### src/rtl/noc_pkg.sv
// rtl/noc_pkg.sv - flit and credit field layout shared by the NoC receive port.
package noc_pkg;
  localparam int FLIT_W         = 71;
  localparam int DATA_W         = 64;
  localparam int DEST_W         = 4;
  localparam int FLIT_VALID_BIT = 70;
  localparam int FLIT_TAIL_BIT  = 69;
  localparam int FLIT_DEST_HI   = 68;
  localparam int FLIT_DEST_LO   = 65;
  localparam int FLIT_VC_BIT    = 64;

  localparam int CREDIT_W         = 2;
  localparam int CREDIT_VALID_BIT = 1;
  localparam int CREDIT_VC_BIT    = 0;

  // Buffered entry keeps the tail bit above the payload.
  localparam int ENTRY_W = DATA_W + 1;

  typedef enum logic {ARB_IDLE, ARB_LOCKED} arb_state_e;
endpackage

### src/rtl/noc_vc_fifo.sv
// rtl/noc_vc_fifo.sv - per-VC flit buffer; caller only enqueues when !full or dequeuing.
module noc_vc_fifo #(
  parameter int DEPTH = 4,
  parameter int WIDTH = 65
) (
  input  logic             clk,
  input  logic             rst_n,
  input  logic             enq,
  input  logic [WIDTH-1:0] enq_data,
  input  logic             deq,
  output logic             full,
  output logic             empty,
  output logic [WIDTH-1:0] head
);
  localparam int PTR_W = (DEPTH > 1) ? $clog2(DEPTH) : 1;
  localparam int CNT_W = $clog2(DEPTH + 1);

  logic [PTR_W-1:0] wr_ptr_q, wr_ptr_d, rd_ptr_q, rd_ptr_d;
  logic [CNT_W-1:0] count_q, count_d;
  logic [WIDTH-1:0] mem_q [DEPTH];
  logic [WIDTH-1:0] mem_d [DEPTH];

  function automatic logic [PTR_W-1:0] ptr_inc(input logic [PTR_W-1:0] p);
    return (p == PTR_W'(DEPTH - 1)) ? '0 : p + 1'b1;
  endfunction

  assign full  = (count_q == CNT_W'(DEPTH));
  assign empty = (count_q == '0);
  assign head  = mem_q[rd_ptr_q];

  always_comb begin
    mem_d    = mem_q;
    wr_ptr_d = wr_ptr_q;
    rd_ptr_d = rd_ptr_q;
    count_d  = count_q;
    if (enq) begin
      mem_d[wr_ptr_q] = enq_data;
      wr_ptr_d        = ptr_inc(wr_ptr_q);
    end
    if (deq) rd_ptr_d = ptr_inc(rd_ptr_q);
    case ({enq, deq})
      2'b10:   count_d = count_q + 1'b1;
      2'b01:   count_d = count_q - 1'b1;
      default: count_d = count_q;
    endcase
  end

  always_ff @(posedge clk) begin
    if (!rst_n) begin
      wr_ptr_q <= '0;
      rd_ptr_q <= '0;
      count_q  <= '0;
    end else begin
      wr_ptr_q <= wr_ptr_d;
      rd_ptr_q <= rd_ptr_d;
      count_q  <= count_d;
    end
  end

  always_ff @(posedge clk) begin
    mem_q <= mem_d;
  end
endmodule

### src/rtl/noc_flit_receiver.sv
// rtl/noc_flit_receiver.sv - NoC receive port: per-VC buffering, packet-locked
// round-robin delivery and one-cycle-delayed credit return.
module noc_flit_receiver
  import noc_pkg::*;
#(
  parameter logic [3:0] MY_NODE_ID = 4'd0,
  parameter int         VC_DEPTH   = 4,
  parameter int         NUM_VCS    = 2
) (
  input  logic                CLK,
  input  logic                RST_N,
  input  logic [FLIT_W-1:0]   flit_in,
  output logic                en_get_flit,
  output logic [CREDIT_W-1:0] credit_out,
  output logic                en_put_credits,
  output logic                out_valid,
  input  logic                out_ready,
  output logic [DATA_W-1:0]   out_data,
  output logic                out_vc,
  output logic                out_tail,
  output logic                err_overflow,
  output logic                err_misroute
);
  logic [NUM_VCS-1:0] fifo_full, fifo_empty, fifo_enq, fifo_deq;
  logic [ENTRY_W-1:0] fifo_head [NUM_VCS];

  arb_state_e          state_q, state_d;
  logic                lock_vc_q, lock_vc_d;
  logic                park_q, park_d;
  logic                rr_q, rr_d;
  logic [CREDIT_W-1:0] credit_q, credit_d;
  logic                err_overflow_q, err_overflow_d;
  logic                err_misroute_q, err_misroute_d;

  logic in_valid, in_vc, sel_vc, deq;

  assign in_valid = RST_N & flit_in[FLIT_VALID_BIT];
  assign in_vc    = flit_in[FLIT_VC_BIT];

  for (genvar g = 0; g < NUM_VCS; g++) begin : g_vc
    assign fifo_deq[g] = deq && (sel_vc == 1'(g));
    assign fifo_enq[g] = in_valid && (in_vc == 1'(g)) && (!fifo_full[g] || fifo_deq[g]);

    noc_vc_fifo #(.DEPTH(VC_DEPTH), .WIDTH(ENTRY_W)) u_fifo (
      .clk      (CLK),
      .rst_n    (RST_N),
      .enq      (fifo_enq[g]),
      .enq_data ({flit_in[FLIT_TAIL_BIT], flit_in[DATA_W-1:0]}),
      .deq      (fifo_deq[g]),
      .full     (fifo_full[g]),
      .empty    (fifo_empty[g]),
      .head     (fifo_head[g])
    );
  end

  // A flit already shown to a stalled consumer pins the selection (park) so a
  // late arrival on the round-robin favourite cannot swap the output under it.
  always_comb begin
    if (state_q == ARB_LOCKED || park_q) sel_vc = lock_vc_q;
    else if (!fifo_empty[rr_q])          sel_vc = rr_q;
    else                                 sel_vc = ~rr_q;
  end

  assign out_valid              = RST_N & ~fifo_empty[sel_vc];
  assign {out_tail, out_data}   = fifo_head[sel_vc];
  assign out_vc                 = sel_vc;
  assign deq                    = out_valid & out_ready;

  always_comb begin
    state_d   = state_q;
    lock_vc_d = lock_vc_q;
    park_d    = park_q;
    rr_d      = rr_q;
    if (deq) begin
      park_d = 1'b0;
      if (out_tail) begin
        state_d = ARB_IDLE;
        rr_d    = ~sel_vc;
      end else begin
        state_d   = ARB_LOCKED;
        lock_vc_d = sel_vc;
      end
    end else if (out_valid && state_q == ARB_IDLE) begin
      park_d    = 1'b1;
      lock_vc_d = sel_vc;
    end
  end

  always_comb begin
    credit_d       = deq ? {1'b1, sel_vc} : '0;
    err_overflow_d = err_overflow_q | (in_valid & fifo_full[in_vc] & ~fifo_deq[in_vc]);
    err_misroute_d = err_misroute_q |
                     (in_valid & (flit_in[FLIT_DEST_HI:FLIT_DEST_LO] != MY_NODE_ID));
  end

  always_ff @(posedge CLK) begin
    if (!RST_N) begin
      state_q        <= ARB_IDLE;
      lock_vc_q      <= 1'b0;
      park_q         <= 1'b0;
      rr_q           <= 1'b0;
      credit_q       <= '0;
      err_overflow_q <= 1'b0;
      err_misroute_q <= 1'b0;
    end else begin
      state_q        <= state_d;
      lock_vc_q      <= lock_vc_d;
      park_q         <= park_d;
      rr_q           <= rr_d;
      credit_q       <= credit_d;
      err_overflow_q <= err_overflow_d;
      err_misroute_q <= err_misroute_d;
    end
  end

  assign en_get_flit    = RST_N;
  assign credit_out     = RST_N ? credit_q : '0;
  assign en_put_credits = credit_out[CREDIT_VALID_BIT];
  assign err_overflow   = err_overflow_q;
  assign err_misroute   = err_misroute_q;
endmodule
### config.mk
export PLATFORM = sky130hd
export DESIGN_NAME = noc_flit_receiver
export DESIGN_NICKNAME = d
export VERILOG_FILES = /design/src/rtl/noc_pkg.sv /design/src/rtl/noc_vc_fifo.sv /design/src/rtl/noc_flit_receiver.sv
export SDC_FILE = /design/constraint.sdc
export NUM_CORES = 1
export LEC_CHECK = 0
export ABC_AREA = 1
export CAP_MARGIN = 0
export CORE_MARGIN = 2
export CORE_UTILIZATION = 50
export CTS_CLUSTER_SIZE = 8
export DETAILED_ROUTE_END_ITERATION = 10
export DONT_BUFFER_PORTS = 1
export GPL_ROUTABILITY_DRIVEN = 1
export GPL_TIMING_DRIVEN = 0
export SLEW_MARGIN = 20
export SYNTH_ARGS = -nofsm -noshare
export SYNTH_HDL_FRONTEND = slang
export SYNTH_SLANG_ARGS = --single-unit
### constraint.sdc
create_clock -name CLK -period 8.3 [get_ports CLK]
set_clock_uncertainty 0.2 [all_clocks]
set_input_delay 0.83 -clock CLK [delete_from_list [all_inputs] [get_ports CLK]]
set_output_delay 0.83 -clock CLK [all_outputs]
set_load 0.005 [all_outputs]
======== Word level (Yosys, flattened, before mapping) ========
Index checks and enable logic that the tools add are counted.
storage, ports and cells
  bits in registers ....................... 542
  bits in latches ......................... 0
  RAM bits ................................ 0
  ROM bits ................................ 0
  input bits .............................. 74
  output and inout port bits .............. 73
  word-level logic and storage cells ...... 132
  memories ................................ 0
cells by class
  $add $sub $neg .......................... 8
  multiply operators ...................... 0
  div/mod/pow operators ................... 0
  order comparisons ....................... 10
  equality and inequality tests ........... 11
  shifts and indexed selects .............. 0
  multiplexer cells ....................... 37
  bitwise gates (word level) .............. 20
  reductions and logical operators ........ 24
operators with widths
  kind                                                                   number
  65-bit two-way mux                                                     9
  260-bit bitwise mux                                                    2
  65-bit binary-select mux with 2-bit select                             2
  65-bit demux with 2-bit select                                         2
  1-bit two-way mux                                                      14
  2-bit equality test, second input constant                             6
  3-bit >= comparator, second input constant                             4
  2-bit two-way mux                                                      6
  2-bit inverter with 3-bit output                                       4
  3-bit case mux with 2 select lines                                     2
  1-bit logical AND                                                      9
  2-bit by 1-bit adder with 2-bit output, second input constant          4
  1-bit inverter                                                         7
  3-bit by 1-bit adder with 3-bit output, second input constant          2
  1-bit AND                                                              6
  3-bit equality test, second input constant                             2
  3-bit logical NOT                                                      2
  1-bit by 2-bit < comparator with 1-bit output, second input constant   3
  3-bit by 1-bit < comparator with 1-bit output, second input constant   2
  2-bit AND reduction                                                    3
  2-bit nonzero test                                                     3
  3-bit by 1-bit subtractor with 3-bit output, second input constant     2
  2-bit by 1-bit equality test with 1-bit output, second input constant  2
  4-bit nonzero test                                                     1
  other kinds (7)                                                        11

======== Longest topological paths before layout ========
  depth in word-level cells ............... 16
  depth in mapped cells ................... 18
  gate-level depth less buffers ........... 18

======== By module ========
A second synthesis with hierarchy kept.
unflattened totals
  cell total of the unflattened synthesis .. 1654
  area total of the unflattened synthesis .. 22017.4 um2
modules (own cells, without submodules)
  module             instances  cells each  area an instance (um2)  sequential area each (um2)
  noc_vc_fifo        2          686         10361.2                 7947.6
  noc_flit_receiver  1          282         1295.0                  160.2

======== Least setup slack after synthesis ========
No wires, ideal clock.
  kind .................................... input to register
  from .................................... input RST_N
  to ...................................... register g_vc[1].u_fifo.mem_q[0] in the netlist's numbering (enable)
  setup time .............................. 0.488 ns
  arrival time ............................ 4.248 ns
  required time ........................... 7.612 ns
  slack ................................... 3.364 ns
  stages .................................. 7
  path buffers ............................ 1
  path through ............................ buf_2 nand2_1 nor2_4 nand3_4 nand2_2 nand2_2 nor2_1
between the ends
  cells in the longest elaborated chain, start to end .. 5
  elaborated cells between the ends (all ways) .. 7
  classes of those cells .................. bitwise: 3; reduce/logical: 4
ends and longest elaborated chain
  what                  RTL line                 RTL
  from (decl)           noc_flit_receiver.sv:11  input logic RST_N,
  1-bit AND             noc_flit_receiver.sv:64  assign out_valid = RST_N & ~fifo_empty[sel_vc];
  named net out_valid   noc_flit_receiver.sv:16  output logic out_valid,
  1-bit AND             noc_flit_receiver.sv:67  assign deq = out_valid & out_ready;
  1-bit logical AND     noc_flit_receiver.sv:41  assign fifo_deq[g] = deq && (sel_vc == 1'(g));
  1-bit logical OR      noc_flit_receiver.sv:42  assign fifo_enq[g] = in_valid && (in_vc == 1'(g)) && (!fifo_full[g] || fifo_deq[g]);
  1-bit logical AND     noc_flit_receiver.sv:42
  to (signal assigned)  noc_vc_fifo.sv:61        mem_q <= mem_d;
  to (decl)             noc_vc_fifo.sv:20        logic [WIDTH-1:0] mem_q [DEPTH];
The timed path passes the listed nets, and every way through them passes these cells.
A chain may end at the register's enable or synchronous reset.

======== Final worst setup path ========
  from .................................... register g_vc[0].u_fifo.rd_ptr_q[0]
  to ...................................... output out_data[3]
between the ends
  cells in the longest elaborated chain, start to end .. 7
ends and longest elaborated chain
  what                                                    RTL line                 RTL
  from (decl)                                             noc_vc_fifo.sv:18        logic [PTR_W-1:0] wr_ptr_q, wr_ptr_d, rd_ptr_q, rd_ptr_d;
  from (signal assigned)                                  noc_vc_fifo.sv:55        rd_ptr_q <= rd_ptr_d;
  2-bit inverter with 3-bit output (implied by the code)  noc_vc_fifo.sv:29        assign head = mem_q[rd_ptr_q];
  65-bit binary-select mux with 2-bit select              noc_vc_fifo.sv:29
  65-bit two-way mux (implied by the code) (2 in series)  noc_vc_fifo.sv:29
  65-bit two-way mux (implied by the code) (3 in series)  noc_flit_receiver.sv:65  assign {out_tail, out_data} = fifo_head[sel_vc];
  to (decl)                                               noc_flit_receiver.sv:18  output logic [DATA_W-1:0] out_data,
Every way passes these cells. The select of a mux whose other input is x is not followed.

==> flow_summary.toml <==
[status]
status = "finished, final reports clean"

[routing]
ant_nets = 0
num_vias = 13300
wl_per_cell_um = 22.4
routed_wl_mm = 51.9
vias_per_cell = 5.72
drt_iter0_drc = 1250
drc = 0
drtPass1Iterations = 5

[cells_and_area]
fill_cells = 3326
nets = 1848
stdcell_area_sq_um = 24600
diodes = 0
area_delta_synth_final_pct = 15.8
drive_gt1_share_pct = 8.66
multi_input_area_sq_um = 4620
register_area_sq_um = 16100

[setup_path]
end_kind = "output pin"
crit_fanout = 10
critPathRequiredTime_ns = 7.27
start_kind = "register"
cp.arrival_ns = 3.28
worst-setup-path-type = "register to output pin"

[floorplan]
die_w_um = 210
num_rows = 75
start_util_pct = 50.6
core_sq_um = 41900
ioPinCount = 147
die_h_um = 210
dieArea_sq_um = 44100

[timing]
setup_violations = 0
min_period_over_period_pct = 51.9
grt_setup_unrepaired = "false"
hold_ws_ns = 0.135
relSlewSlack_pct = 25.0
fin_crit_ns = 4.31
fmax_ghz = 0.232
max_slew.worst_pin.slew_ns = 1.13
setup-tns-final_ns = 0
hold_viol = 0
drv_slew = 0

[synth]
synth_warnings = 0
synthDistinctLibCells = 33
syn_area_per_cell_sq_um = 12.8
synth_edf_count = 520
synthFlopType = "edfxtp_1"
netlist_instances = 1658
ys_ff_latch = 542
syn_nets = 1745
netlist_area_sq_um = 21200
async_flop_share_pct = 0
ys_seq_area_share_pct = 75.7

[placement]
place_hpwl_mm = 33.5
place_area_sq_um = 22500
gp_congestion = 0.789
numPortBuffers = 0

[cts]
clockRootBuffer = "clkbuf_16"
cts_buffers = 77
cts.sinks = 542
clk_pin_slew_ns = 0.05
clk_path_buf_depth = 3
cts_setup_buffers = 0
cts_hold_buf = 0
clock_latency_ns = 0.59
ctsHtreeMaxLevel = 3
cts_tree = "done"
postCtsResizedCells = 0

[power]
power.total_uw = 7760
power_leakage_uw = 0.00819
max-vdd-ir-drop_mv = 0.187
powerDensity_nw_per_um2 = 316

[global_routing]
grt-ovfl-total = 0
grt_usage_pct = 24.0
grt_max_degree = 26
grt_antenna_before_repair = 0
first_global_vias = 13400
grt_pass1_wl_mm = 79.0

[hold_path]
hp-class = "input port to register"

[run]
drv_cap = 0
-- critical path: stages, from the launching register on --
cell and delay, ns:
dfxtp_1 0.33, buf_2 0.19, clkbuf_1 0.85, clkbuf_1 0.53, nor2_1 0.10, nor2_1 0.10, o21ai_0 0.10, a31oi_1 0.49
-- final cells by class --
type                       instances  share of cell area [%]
inverter                          45                   0.693
sequential                       542                    65.4
clock inverter                     4                   0.173
tap                              539                    2.75
timing repair buffer              24                    2.14
multi-input combinational        968                    18.8
clock buffer                      93                    8.35
buffer                           103                    1.70
-- power breakdown --
| part | leakage, uW | internal (uW) | switching (uW) |
|---|---|---|---|
| Clock | 0.00102 | 1710 | 1060 |
| Sequential | 0.00488 | 3070 | 29.4 |
| Combinational | 0.00229 | 507 | 1390 |
-- metrics by stage --
stage | utilization [%] | cells | setup WS (ns)
after floorplan | - | 1658 | 3.36
after global placement | 52.2 | 2197 | 0.590
after detailed placement | 53.6 | 2221 | 4.58
after CTS | 58.5 | 2318 | 3.96
after global routing | 58.5 | 2318 | 3.81
final | 58.5 | 2318 | 3.99
-- logic make-up after synthesis --
group                    Yosys count  synth area share (%)
flip-flops                       542                  75.7
AND/OR/NAND/NOR                  531                  9.84
buffers and inverters            148                  2.77
AO/OA/AOI/OAI                    424                  10.8
adder cells (fa/ha/maj)           13                 0.838
-- Yosys cell counts, types with 3 or more instances --
| master | n | share of area [%] |
|---|---|---|
| nor2_2 | 3 | 0.089 |
| ha_1 | 11 | 0.65 |
| a21oi_1 | 13 | 0.31 |
| o21ai_1 | 6 | 0.14 |
| a31oi_1 | 64 | 1.9 |
| clkbuf_1 | 79 | 1.4 |
| dfxtp_1 | 22 | 2.1 |
| buf_2 | 18 | 0.42 |
| nor2_1 | 482 | 8.5 |
| edfxtp_1 | 520 | 74 |
| inv_1 | 41 | 0.73 |
| nand2_2 | 7 | 0.21 |
| nand3_1 | 7 | 0.17 |
| nand2_1 | 21 | 0.37 |
| o21ai_0 | 270 | 6.4 |
| o22ai_1 | 66 | 1.9 |
| buf_1 | 4 | 0.071 |
-- state kept, by name, summed over array words and instances, names as in the netlist --
signal / count
park_q: 1
lock_vc_q: 1
g_vc.u_fifo.wr_ptr_q: 4
g_vc.u_fifo.mem_q: 520
rr_q: 1
err_overflow: 1
err_misroute: 1
credit_q: 2
g_vc.u_fifo.count_q: 6
state_q: 1
g_vc.u_fifo.rd_ptr_q: 4
-- final timing paths --
check,start,endpoint,slack [ns],depth (start not counted)
worst max-delay path,g_vc[0].u_fifo.rd_ptr_q[0],out_data[3],3.99,7
worst min-delay path,flit_in[69],g_vc[0].u_fifo.mem_q[64],0.14,0
worst max register to register,g_vc[1].u_fifo.count_q[0],g_vc[1].u_fifo.mem_q[229],5.12,13
worst min register to register,err_overflow,err_overflow,0.28,2
-- cells in the final DEF, fill, tap and decap left out, drive strengths merged, types with 2 or more instances in the layout --
| cell type | Yosys | final |
|---|---|---|
| dfxtp | 22 | 22 |
| edfxtp | 520 | 520 |
| fa | 2 | 2 |
| nand2 | 29 | 29 |
| buf | 24 | 48 |
| clkinv | 3 | 4 |
| a31oi | 64 | 64 |
| nand3 | 10 | 10 |
| nor2 | 487 | 487 |
| ha | 11 | 11 |
| inv | 42 | 45 |
| o21bai | 2 | 2 |
| o22ai | 66 | 66 |
| nand4 | 2 | 2 |
| clkbuf | 79 | 172 |
| a211oi | 2 | 2 |
| o21ai | 276 | 276 |
| a21oi | 13 | 13 |
-- routing by layer --
layer	share of wire, %	global-route usage, %	vias to the layer above
met5	0	0	-
met4	2.5	8.63	0
met3	7.7	5.39	96
met2	48	38.9	485
met1	42	32.0	6486
li1	-	-	6195
No activity file was read; power rests on OpenSTA's default activity.
